[src/rtl/nn_pkg.sv]
// Shared definitions for the neural-network datapath blocks: fixed-point
// format constants, default widths and the MAC controller state encoding.
package nn_pkg;

    localparam int FRAC_BITS = 7;
    localparam int X_W_DEF   = 10;
    localparam int W_W_DEF   = 8;
    localparam int ACC_W_DEF = 21;
    localparam int BIAS_W    = 16;
    localparam int CNT_W     = 3;

    typedef enum logic [1:0] {
        IDLE  = 2'd0,
        ACCUM = 2'd1,
        OUT   = 2'd2
    } state_t;

endpackage

[src/rtl/relu_sat.sv]
// Converts a signed Q.7 accumulator into an unsigned Q3.7 activation:
// negative values clamp to zero, the rest truncate and saturate.
module relu_sat
    import nn_pkg::*;
#(
    parameter int ACC_W = ACC_W_DEF,
    parameter int X_W   = X_W_DEF
) (
    input  logic signed [ACC_W-1:0] acc,
    output logic        [X_W-1:0]   act
);

    function automatic logic [X_W-1:0] relu_sat_f(input logic signed [ACC_W-1:0] a);
        logic signed [ACC_W-1:0] sh;
        sh = a >>> FRAC_BITS;
        if (a[ACC_W-1])
            return '0;
        else if (|sh[ACC_W-1:X_W])
            return '1;
        else
            return sh[X_W-1:0];
    endfunction

    assign act = relu_sat_f(acc);

endmodule

[src/rtl/hidden_neuron_mac.sv]
// Hidden-layer neuron: accumulates N_INPUTS activation x weight beats and
// emits a ReLU-saturated activation. Define HIDDEN_NEURON_BIAS_EN for a bias input.
module hidden_neuron_mac
    import nn_pkg::*;
#(
    parameter int N_INPUTS = 4,
    parameter int X_W      = X_W_DEF,
    parameter int W_W      = W_W_DEF,
    parameter int ACC_W    = ACC_W_DEF
) (
    input  logic                 clk_i,
    input  logic                 rst_i,
    input  logic                 en_i,
    input  logic                 start_i,
    input  logic                 in_valid_i,
    output logic                 in_ready_o,
    input  logic [X_W-1:0]       x_i,
    input  logic [W_W-1:0]       w_i,
`ifdef HIDDEN_NEURON_BIAS_EN
    input  logic [BIAS_W-1:0]    bias_i,
`endif
    output logic                 out_valid_o,
    input  logic                 out_ready_i,
    output logic [X_W-1:0]       out_data_o,
    output logic                 busy_o
);

    localparam int PROD_W = X_W + W_W + 1;
    localparam logic [CNT_W-1:0] LAST_CNT = CNT_W'(N_INPUTS - 1);

    state_t                    state, state_nxt;
    logic [CNT_W-1:0]          cnt_p0;
    logic signed [ACC_W-1:0]   acc_p0;
    logic [X_W-1:0]            data_p1;

    logic signed [X_W:0]       x_s;
    logic signed [W_W-1:0]     w_s;
    logic signed [PROD_W-1:0]  prod;
    logic signed [ACC_W-1:0]   sum;
    logic signed [ACC_W-1:0]   acc_init;
    logic [X_W-1:0]            act;
    logic                      beat;
    logic                      last_beat;

    // Activation is unsigned, so a zero MSB makes the signed multiply exact.
    assign x_s  = {1'b0, x_i};
    assign w_s  = w_i;
    assign prod = PROD_W'(x_s) * PROD_W'(w_s);
    assign sum  = acc_p0 + $signed({{(ACC_W-PROD_W){prod[PROD_W-1]}}, prod});

`ifdef HIDDEN_NEURON_BIAS_EN
    assign acc_init = $signed({{(ACC_W-BIAS_W){bias_i[BIAS_W-1]}}, bias_i});
`else
    assign acc_init = '0;
`endif

    assign beat      = in_valid_i && in_ready_o && en_i;
    assign last_beat = beat && (cnt_p0 == LAST_CNT);

    relu_sat #(.ACC_W(ACC_W), .X_W(X_W)) u_relu_sat (
        .acc (sum),
        .act (act)
    );

    always_ff @(posedge clk_i or negedge rst_i) begin
        if (!rst_i)
            state <= IDLE;
        else if (en_i)
            state <= state_nxt;
    end

    always_comb begin
        state_nxt = state;
        case (state)
            IDLE:    if (start_i)     state_nxt = ACCUM;
            ACCUM:   if (last_beat)   state_nxt = OUT;
            OUT:     if (out_ready_i) state_nxt = IDLE;
            default:                  state_nxt = IDLE;
        endcase
    end

    always_comb begin
        in_ready_o  = (state == ACCUM);
        out_valid_o = (state == OUT);
        busy_o      = (state != IDLE);
    end

    // Stage p0: accumulate beats; stage p1: registered activation result.
    always_ff @(posedge clk_i or negedge rst_i) begin
        if (!rst_i) begin
            acc_p0  <= '0;
            cnt_p0  <= '0;
            data_p1 <= '0;
        end else if (en_i) begin
            if (state == IDLE && start_i) begin
                acc_p0 <= acc_init;
                cnt_p0 <= '0;
            end else if (beat) begin
                acc_p0 <= sum;
                cnt_p0 <= cnt_p0 + CNT_W'(1);
                if (last_beat)
                    data_p1 <= act;
            end
        end
    end

    assign out_data_o = data_p1;

endmodule

[config.mk]
export PLATFORM = sky130hd
export DESIGN_NAME = hidden_neuron_mac
export DESIGN_NICKNAME = d
export VERILOG_FILES = /design/src/rtl/nn_pkg.sv /design/src/rtl/relu_sat.sv /design/src/rtl/hidden_neuron_mac.sv
export SDC_FILE = /design/constraint.sdc
export NUM_CORES = 1
export LEC_CHECK = 0
export BUFFER_PORTS_ARGS = -buffer_cell sky130_fd_sc_hd__buf_2
export CORE_MARGIN = 2
export CORE_UTILIZATION = 45
export DETAILED_ROUTE_END_ITERATION = 16
export SYNTH_ARGS = -nofsm -noshare
export SYNTH_HDL_FRONTEND = slang
export SYNTH_SLANG_ARGS = --single-unit
[constraint.sdc]
create_clock -name clk_i -period 8.4 [get_ports clk_i]
set_input_delay 0.42 -clock clk_i [delete_from_list [all_inputs] [get_ports clk_i]]
set_output_delay 0.42 -clock clk_i [all_outputs]
set_load 0.01 [all_outputs]
After elaboration in Yosys (flattened, before gate mapping)
Cells that the tools add are included.

$add $sub $neg: 2. Multipliers: 1. Div/mod/pow operators: 0. Order comparisons: 0. Equal/unequal tests: 6. Shift-type cells: 0. Multiplexer cells: 10. Bitwise operators: 1. Reductions and logical operators: 11.

Operator list (number): two-way mux 21 bit (2); adder 21 x 19 -> 21 bit (1); two-way mux 10 bit (2); multiplier 11 x 8 -> 19 bit (1); AND reduction 4 bit (2); two-way mux 2 bit (3); two-way mux 3 bit (2); one-hot mux 2 bit (3 select lines) (1); logical AND 1 bit (4); != test 2 x 1 -> 1 bit, second input constant (2); nonzero test 2 bit (2); OR reduction 4 bit (1); adder 3 x 1 -> 3 bit, second input constant (1); equality test 3 x 2 -> 1 bit, second input constant (1); equality test 2 x 1 -> 1 bit, second input constant (1); equality test 2 bit, second input constant (1); logical NOT 2 bit (1); != test 2 bit, second input constant (1); AND reduction 2 bit (1); NOT 1 bit (1).

Register bits after elaboration: 36. Latch bits: 0. Memory bits (writable): 0. Memory bits (read-only): 0. Logic and storage cells: 35. Memories: 0.

Longest topological paths before layout
Depth after elaboration: 6. Mapped depth: 22.

By module
A second synthesis with hierarchy kept.

Cells, all modules: 501. Area, all modules: 4982.3 µm².

By module, submodules not included: hidden_neuron_mac (instances 1, cells each 478, area each 4824.6 µm²); relu_sat (instances 1, cells each 23, area each 157.7 µm²).

Least setup slack after synthesis
Ideal clock, no wire load.

Path type: in2reg. Start: in w_i[1]. End: reg data_p1[4] (netlist: out_data_o[4]). Library setup time: 0.099 ns. Arrival time: 5.236 ns. Data required time: 8.301 ns. Slack: 3.064 ns. Stages: 18. Buffers on the path: 2. Cells stage by stage: clkbuf_1 -> nand2_1 -> fa_1 -> inv_1 -> fa_1 -> fa_1 -> fa_1 -> fa_1 -> ha_1 -> a2111oi_2 -> o21ai_1 -> a41oi_2 -> o21ai_2 -> a311oi_2 -> xnor2_1 -> and3b_1 -> buf_6 -> a311oi_1.

Cells in the longest elaborated chain, start to end: 5.

RTL lines: start: declaration (RTL line hidden_neuron_mac.sv:18) `input logic [W_W-1:0] w_i,`; multiplier 11 x 8 -> 19 bit * (RTL line hidden_neuron_mac.sv:48) `assign prod = PROD_W'(x_s) * PROD_W'(w_s);`; adder 21 x 19 -> 21 bit * (RTL line hidden_neuron_mac.sv:49) `assign sum = acc_p0 + $signed({{(ACC_W-PROD_W){prod[PROD_W-1]}}, prod});`; OR reduction 4 bit (RTL line relu_sat.sv:18) `else if (|sh[ACC_W-1:X_W])`; two-way mux 10 bit (RTL line relu_sat.sv:18); two-way mux 10 bit * (RTL line relu_sat.sv:16) `if (a[ACC_W-1])`; end signal: assignment (RTL line hidden_neuron_mac.sv:102) `data_p1 <= act;`; end: declaration (RTL line hidden_neuron_mac.sv:34) `logic [X_W-1:0] data_p1;`.

Mark *: on every way between the ends. The rest lies on a longest branch, timed or not. A chain may end at the register's enable or synchronous reset.

Final worst setup path
Start: in w_i[7]. End: reg data_p1[4] (netlist: out_data_o[4]).

The elaborated chain is that of the path after synthesis.

==> results.md <==
- Worst-margin pin slew: between 0.8 and 0.9 ns
- Post-CTS Hold Buffers: 0
- Xor/xnor share of the synthesized area: under 10%
- Clk slew on worst S/H paths: 0.07 ns
- CTS Buffer Depth: 2
- Share of layout cells above drive strength 1: 9.96%
- Antenna diodes: 0
- RSZ-0062 raised after global routing: false
- Die H: roughly 110 µm
- Number of synthesized register bits: 36
- Pin count of the biggest net entering global routing: 37
- CTS buffer count: 5
- Worst rel slew slack: between 40% and 50%
- Max cap viols: 0
- Post-DP Area: roughly 0.005 mm²
- Ys async rst share: 100%
- M3 GR Usage: between 1.5 and 2%
- Synth Instances: between 400 and 500
- Final core occ: 50.0%
- Area grow syn2layout: 8.77%
- Resized Gates After CTS: 0
- Die extent in x: 106 µm
- Simple-Gate Fraction of Synth Area: 14.2%
- Setup Viol. Count Final: 0
- Die ar.: between 0.01 and 0.015 mm²
- Post-route minimum period: 5.62 ns
- Multiplexer area fraction after synthesis: 0%
- Req. time, crit path: about 8.5 ns
- Initial DRC count: between 80 and 90
- Clock sinks: 36
- Initial antenna violation count: 0
- Global-route wire length before repair: ~17000 µm
- Drt first pass iters: 4
- Final Cycle Share: about two thirds
- Post-layout nets: around 660
- Overflow after GRT: 0
- Kind of critical path: in2reg
- Global-route usage over all layers: a little under 20%
- Register area: 901 µm²
- # rows: 37
- Global-route track usage on met2: about a third
- Worst Clk Skew: about 0.0023 ns
- Max Fanout on Critical Path: 10
- Hpwl dp: between 8000 and 9000 µm
- Vias/cell: around 5.2
- DR vias: 3388
- RD Place Congestion: between 0.8 and 0.9
- Cell variety after synth: 42
- Starting Density: between 40% and 50%
- Ys Warns: 0
- Ports: 37
- R2r setup slk: around 3.1 ns
- H-tree Lvls: 2
- Crit end category: register
- Gr busiest metal: met2
- Max-slew violation count: 0
- Met1 usage: around 25%
- R2R Path Start: acc_p0[6]$_DFFE_PN0P_
- Crit path DAT: 5.76 ns
- Fin. Hold Viols: 0
- Final WL: 9960 µm
- Multi-input gate area: between 0.003 and 0.004 mm²
- Synth Flop Type: dfrtp_1
- Setup TNS: 0 ns
- Syn Area/Cell: 9.87 µm²
- Vias in the first global route: around 3600
- Wirelength per Cell: approximately 15 µm
- Antenna Violating Nets Remaining: 0
- Fillers: 1007
- Worst reg2reg path endpoint: out_data_o[4]$_DFFE_PN0P_
- Worst Reg2Reg Path Length in Cells: 18
- Register area share after synthesis: between 10% and 20%
- Syn nets: ~630
- Complex-gate fraction of the synthesized area: between 10% and 20%
- Core ar.: between 0.01 and 0.015 mm²
- HP Class: in2async
- Clk_lat worst skew: between 0.2 and 0.3 ns
- Outcome: complete, no violations
- Post-Layout Inst Area: slightly above 0.005 mm²
- Max frequency: about 0.18 GHz
- Adder-Cell Fraction of Synth Area: roughly 44%
- Number of synthesized flops with an enable pin: 0
- CTS tree: yes
- Syn Std Cell Area: roughly 0.0047 mm²
- Setup Fix Bufs, Post-CTS: 0
- DRC: 0
- Largest family of logic cells by synthesized area: adder cells
- PortBufs: 36
- Critical Path Source Type: input port
- Root buf cell: clkbuf_8
-- worst max-delay path by stage --
stage | cells past startpoint | endpoint | slack, ns | start
final | 17 | out_data_o[4]$_DFFE_PN0P_ | 2.78 | w_i[7]
after global routing | 17 | out_data_o[8]$_DFFE_PN0P_ | 2.39 | w_i[7]
after CTS | 17 | out_data_o[8]$_DFFE_PN0P_ | 2.73 | w_i[7]
after detailed placement | 17 | out_data_o[6]$_DFFE_PN0P_ | 2.44 | w_i[7]
after global placement | 17 | out_data_o[8]$_DFFE_PN0P_ | 2.61 | w_i[7]
after floorplan | 18 | out_data_o[4]$_DFFE_PN0P_ | 3.06 | w_i[1]
-- stage by stage --
stage | hold slack, ns | setup WS [ns] | std cells
6_report | 0.218 | 2.78 | 648
5_1_grt | 0.285 | 2.39 | 648
4_1_cts | 0.254 | 2.73 | 648
3_5_place_dp | 0.486 | 2.44 | 641
3_3_place_gp | 0.463 | 2.61 | 641
2_1_floorplan | 0.124 | 3.06 | 477
-- sequential cells by signal, summed over array words and instances, names as in the netlist --
signal / count
acc_p0: 21
cnt_p0: 3
state: 2
out_data_o: 10
-- critical path, cell delays in order --
cell       delay [ns]
buf_2            0.21
clkinv_1         0.27
fa_1             0.59
inv_1            0.05
fa_1             0.52
fa_1             0.45
fa_1             0.59
fa_1             0.43
ha_1             0.28
a2111oi_2        0.35
o21ai_1          0.16
a41oi_2          0.28
o21ai_2          0.11
a311oi_2         0.30
xnor2_1          0.11
and3b_1          0.45
a311oi_1         0.15
-- cell usage after synthesis (2+ instances only) --
cell type	count	area share, %
ha_1	62	16
o21ai_0	15	1.6
a22oi_1	7	1.1
a22o_1	13	2.4
dfrtp_1	36	19
nor2b_1	6	0.80
and2_1	42	5.6
nor2_1	17	1.4
o21ai_1	2	0.21
clkbuf_1	8	0.64
and3_1	3	0.40
xnor2_1	14	2.6
nand2b_1	8	1.1
nand2_1	55	4.4
inv_1	69	5.5
a311oi_1	4	0.74
a21o_1	7	1.1
xor2_1	3	0.56
fa_1	65	28
o211ai_1	2	0.32
a211oi_1	3	0.48
a21oi_1	16	1.7
-- area by class of cell --
class | instances | area share [%]
clock buffer | 7 | 1.88
inverter | 70 | 5.13
timing repair buffer | 37 | 3.67
multi-input combinational | 362 | 68.4
sequential | 36 | 17.6
tap | 136 | 3.32
-- kinds of logic after synthesis --
group           after synthesis
compound gates               82
fa+ha+maj                   127
xor+xnor                     18
simple gates                135
buf+inv                      79
flops                        36
-- layer usage --
metal	part of all wire, %	routed length (µm)	vias up
met1	46	4550	1714
met3	1.5	146	11
li1	-	-	1635
met5	0	0	-
met4	1.3	125	0
met2	52	5140	28
-- layout by cell type, fill, tap and decap left out, types with 2 or more instances in the layout --
| master | Yosys | final |
|---|---|---|
| inv_1 | 69 | 69 |
| nand2_1 | 55 | 55 |
| and2_1 | 42 | 42 |
| a211oi_1 | 3 | 3 |
| xor2_1 | 3 | 3 |
| nor2b_1 | 6 | 6 |
| nand2b_1 | 8 | 8 |
| ha_1 | 62 | 62 |
| a22o_1 | 13 | 13 |
| xnor2_1 | 14 | 14 |
| clkbuf_8 | 0 | 7 |
| nor2_1 | 17 | 17 |
| a22oi_1 | 7 | 7 |
| a21oi_1 | 16 | 16 |
| fa_1 | 65 | 65 |
| o21ai_0 | 15 | 15 |
| buf_2 | 0 | 36 |
| a311oi_1 | 4 | 4 |
| o211ai_1 | 2 | 2 |
| o21ai_1 | 2 | 2 |
| a21o_1 | 7 | 7 |
| and3_1 | 3 | 3 |
| dfrtp_1 | 36 | 36 |
Power is left out: the tool's default activity adds up to more than one toggle a clock period on the data nets, which glitch-free logic cannot reach.
